==> src/rtl/exc_redirect_seq.sv <==
// exc_redirect_seq: front-end redirect sequencer for exception / ERET.
// Accepts one redirect target and raises flush. Fetches already in flight
// are drained and their data is marked for discard. The target is then
// offered to the fetch stage over a valid/ready handshake.
// Optional feature macro: EXC_REDIRECT_RETARGET_EN. When it is defined,
// a newer request arriving during DRAIN/REDIRECT replaces the pending
// target, so the latest target wins.
module exc_redirect_seq #(
  parameter  int MAX_OUTSTANDING = 4,
  localparam int CNT_W           = $clog2(MAX_OUTSTANDING + 1)
) (
  input  logic             clk,
  input  logic             reset,
  input  logic             req_valid,
  input  logic [31:0]      req_pc,
  input  logic             req_eret,
  output logic             req_ready,
  input  logic             inst_req_fire,
  input  logic             inst_data_ok,
  output logic             flush,
  output logic             fetch_hold,
  output logic             discard_data,
  output logic             redirect_valid,
  output logic [31:0]      redirect_pc,
  output logic             redirect_eret,
  input  logic             redirect_ready,
  output logic [CNT_W-1:0] outstanding,
  output logic             busy
);

  localparam logic [1:0] S_IDLE  = 2'd0;
  localparam logic [1:0] S_DRAIN = 2'd1;
  localparam logic [1:0] S_REDIR = 2'd2;

  localparam logic [CNT_W-1:0] CNT_MAX = CNT_W'(MAX_OUTSTANDING);

  logic [1:0]       r_state;
  logic [1:0]       w_state_next;
  logic [CNT_W-1:0] r_cnt;
  logic [CNT_W-1:0] w_cnt_next;
  logic             w_inc_sat;
  logic             w_dec_sat;
  logic             w_ready;
  logic             w_accept;
  logic [31:0]      r_pc;
  logic             r_eret;

  // Saturating in-flight fetch count, updated in every state
  always_comb begin
    w_cnt_next = r_cnt;
    w_inc_sat  = 1'b0;
    w_dec_sat  = 1'b0;
    if (inst_req_fire && !inst_data_ok) begin
      if (r_cnt == CNT_MAX) w_inc_sat = 1'b1;
      else                  w_cnt_next = r_cnt + CNT_W'(1);
    end else if (!inst_req_fire && inst_data_ok) begin
      if (r_cnt == '0) w_dec_sat = 1'b1;
      else             w_cnt_next = r_cnt - CNT_W'(1);
    end
  end

`ifdef EXC_REDIRECT_RETARGET_EN
  // Retarget is refused only in the cycle the current target is handed over
  assign w_ready = !((r_state == S_REDIR) && redirect_ready);
`else
  assign w_ready = (r_state == S_IDLE);
`endif

  assign w_accept = req_valid & w_ready;

  // Next-state selection: drain until no fetch is in flight, then offer target
  always_comb begin
    w_state_next = r_state;
    case (r_state)
      S_IDLE: begin
        if (w_accept) w_state_next = (w_cnt_next == '0) ? S_REDIR : S_DRAIN;
      end
      S_DRAIN: begin
        if (w_cnt_next == '0) w_state_next = S_REDIR;
      end
      S_REDIR: begin
        if (redirect_ready) w_state_next = S_IDLE;
      end
      default: w_state_next = S_IDLE;
    endcase
  end

  // State, counter and latched target registers
  always_ff @(posedge clk) begin
    if (reset) begin
      r_state <= S_IDLE;
      r_cnt   <= '0;
      r_pc    <= '0;
      r_eret  <= 1'b0;
    end else begin
      r_state <= w_state_next;
      r_cnt   <= w_cnt_next;
      if (w_accept) begin
        r_pc   <= req_pc;
        r_eret <= req_eret;
      end
    end
  end

  assign req_ready      = w_ready;
  assign discard_data   = inst_data_ok & ((r_state != S_IDLE) | w_accept);
  assign flush          = (r_state != S_IDLE);
  assign fetch_hold     = (r_state != S_IDLE);
  assign busy           = (r_state != S_IDLE);
  assign redirect_valid = (r_state == S_REDIR);
  assign redirect_pc    = r_pc;
  assign redirect_eret  = r_eret;
  assign outstanding    = r_cnt;

`ifndef SYNTHESIS
  // Illegal events: counter saturation and fetch issued while held
  always_ff @(posedge clk) begin
    if (!reset) begin
      assert (!w_inc_sat) else $error("exc_redirect_seq: outstanding overflow");
      assert (!w_dec_sat) else $error("exc_redirect_seq: data_ok with nothing outstanding");
      assert (!(inst_req_fire && fetch_hold))
        else $error("exc_redirect_seq: fetch issued while fetch_hold");
    end
  end
`endif

endmodule

==> config.mk <==
export PLATFORM = sky130hd
export DESIGN_NAME = exc_redirect_seq
export DESIGN_NICKNAME = d
export VERILOG_FILES = /design/src/rtl/exc_redirect_seq.sv
export SDC_FILE = /design/constraint.sdc
export NUM_CORES = 1
export LEC_CHECK = 0
export ABC_AREA = 1
export CORE_MARGIN = 4
export CORE_UTILIZATION = 39
export DETAILED_ROUTE_END_ITERATION = 10
export PLACE_DENSITY = 0.8
export REMOVE_ABC_BUFFERS = 1
export SLEW_MARGIN = 20
export SYNTH_ARGS = -nofsm -noshare
export SYNTH_HDL_FRONTEND = slang
export SYNTH_SLANG_ARGS = --single-unit
==> constraint.sdc <==
create_clock -name clk -period 1.6 [get_ports clk]
set_input_delay 0.32 -clock clk [delete_from_list [all_inputs] [get_ports clk]]
set_output_delay 0.32 -clock clk [all_outputs]
set_load 0.01 [all_outputs]
==> metrics.txt <==
outcome=finished, final reports clean; row count=22; Synth warnings=0; IO Port Bufs=80; Slowest-stage cell, CP=clkdlybuf4s50_1; Synth area leaders=dfxtp_1 (49%), nor2_1 (18%), o21ai_0 (9.1%); final hold viol count=0; Die ar.=5011 µm²; via count=around 1600; Yosys reg bits=38; Clk Latency, worst-skew pair=0.29 ns; Setup Crit Path Kind=reg -> out; gpl congestion=0.7944; net count reported at finish=approximately 330; H-tree levels=2; Die Span Y=between 70 and 80 µm; PwrDens=between 1500 and 2000 nW/µm²; Total Routed Length=~4200 µm; Hold Crit Class=reg -> reg; FMAX=641.6 MHz; LEAKAGE=around 1.1 nW; most common cell after layout, fill and taps aside=clkdlybuf4s50_1; data required time of the worst path=between 1 and 1.5 ns; Iter 0 DRT Violations=~70; Clk pin slew, worst setup/hold paths=approximately 0.08 ns; Post-Place Setup Slack=-0.2524 ns; clk root buf=clkbuf_8; Inserted Diodes=0; first-pass GRT wire length=6706 µm; DR vias/cell=4.707; Worst path top cell family by delay=buffers and inverters; fillers=approximately 340; 1st-pass router iterations=4; crit path DAT=roughly 1.2 ns; Buf/Inv on CP=1; fin worst setup slack=around 0.041 ns; worst vdd ir=about 1.1 mV; Syn Area/Cell=around 7.4 µm²; Core ar.=around 3700 µm²; final core utilization=0.6895; max-cap viol count=0; period utilization=0.9741; Synth Instances=slightly above 200; relative slew slack=0.6215; Least-Margin Pin Slew=roughly 0.57 ns; area delta synth->final=67.86%; initial antenna violation count=0; largest net degree at the start of global routing=34; Max Root-Sink Buffers=2; Synth top area share=0.4947; Startpoint Class=flop; Crit Path Max Fanout=6; dpl hpwl=2982 µm; Ports=81; Clock Skews=around 0.0095 ns; vias in the first global route=around 1600; most frequent cells in the layout=clkdlybuf4s50_1 (74), nor2_1 (72), dfxtp_1 (34), o21ai_0 (28), nand2_1 (13); total grt overflow=0; clock sinks=38; Crit path largest cell delay=between 0.5 and 0.6 ns; Final min period=1.559 ns; GRT Util Overall=0.1652; Seq/Total Area, Yosys=0.4947; CTS buffer count=5; DRT antenna net count=0; die width=70.79 µm; layout cells sized above 1=0.1229; setup violators final=0; Slew Limit Fails=0; Yosys cell types=20; DRC Markers=0; critical path, cell by cell=clkdlybuf4s50_1; Post-Syn Area=approximately 1500 µm²; Critical Path End Type=output port; routed len/inst=between 10 and 15 µm; cts hold-fix bufs=0; Initial Utilization=0.4108; CTS tree=done; Synth area leader=dfxtp_1; Design Power=roughly 4 mW
==> power by group <==
part / internal, mW / leakage [nW] / switching [mW]
Sequential: 1.22 / 0.317 / 0.147
Combinational: 0.831 / 0.730 / 0.837
Clock: 0.624 / 0.0683 / 0.341
==> through the flow <==
| stage | hold WS [ns] | cells | TNS (ns) | instance area (µm²) |
|---|---|---|---|---|
| 2_1_floorplan | 0.3891 | 196 | 0 | 1481 |
| 3_3_place_gp | 0.4758 | 333 | -3.971 | 2435 |
| 3_5_place_dp | 0.4885 | 333 | -4.376 | 2435 |
| 4_1_cts | 0.5098 | 341 | 0 | 2570 |
| 5_1_grt | 0.5275 | 341 | -0.01577 | 2581 |
| 6_report | 0.5106 | 341 | 0 | 2581 |
==> layer usage <==
layer / vias to the layer above / track usage / part of all wire
met4: 0 / 0.04384 / 0.011
li1: 821 / - / -
met5: - / 0 / 0
met2: 62 / 0.2678 / 0.45
met1: 717 / 0.1820 / 0.42
met3: 5 / 0.1023 / 0.12
==> path summary, 6_finish.rpt <==
check	slack, ns	start	end	depth (start not counted)
worst max-delay path	0.04	outstanding[2]	outstanding[2]	1
worst min-delay path	0.51	redirect_pc[16]	redirect_pc[16]	2
worst max register to register	0.15	outstanding[1]	r_state[1]	10
worst min register to register	0.51	redirect_pc[16]	redirect_pc[16]	2
==> logic make-up after synthesis <==
kind of cell               count (synthesis)  synth area share
DFF                                       38            0.4947
and+or+nand+nor                          102            0.2783
adders and majority gates                  3           0.02441
AOI/OAI and AO/OA                         38            0.1261
buffers and inverters                     25           0.07079
xor gates and xnor gates                   1          0.005697
==> synthesized netlist by cell type <==
| library cell | n |
|---|---|
| nor2_1 | 72 |
| dfxtp_1 | 38 |
| o21ai_0 | 28 |
| nand2_1 | 13 |
| inv_1 | 9 |
| nand3_1 | 9 |
| buf_2 | 6 |
| inv_2 | 5 |
| o21ai_1 | 5 |
| a21oi_1 | 3 |
| clkbuf_1 | 3 |
| ha_1 | 3 |
| nand2_2 | 3 |
| buf_4 | 2 |
| nor2_2 | 2 |
| nor2_4 | 2 |
| nand3_2 | 1 |
| o211ai_1 | 1 |
| o22ai_1 | 1 |
| xnor2_1 | 1 |
==> flip-flops by register name, indices dropped and copies added, names as in the netlist <==
signal / cells
redirect_pc: 32
outstanding: 3
r_state: 2
redirect_eret: 1
==> final cells by class <==
class / instances / area (µm²) / area share
inverters: 14 / 52.55 / 0.02036
multi-input cells: 144 / 680.7 / 0.2637
flip-flops and latches: 38 / 768.2 / 0.2976
clock buffers: 5 / 68.82 / 0.02666
clock inverters: 3 / 68.82 / 0.02666
well taps: 48 / 60.06 / 0.02327
repair buffers: 89 / 882.1 / 0.3417
==> repair_timing <==
action                                 4_1_cts  5_1_grt
gates resized for setup                      9        7
buffers inserted                             0        0
endpoints found under the hold margin        0        0
setup endpoints to repair                    7        4
(Power assumes the default switching activity.)
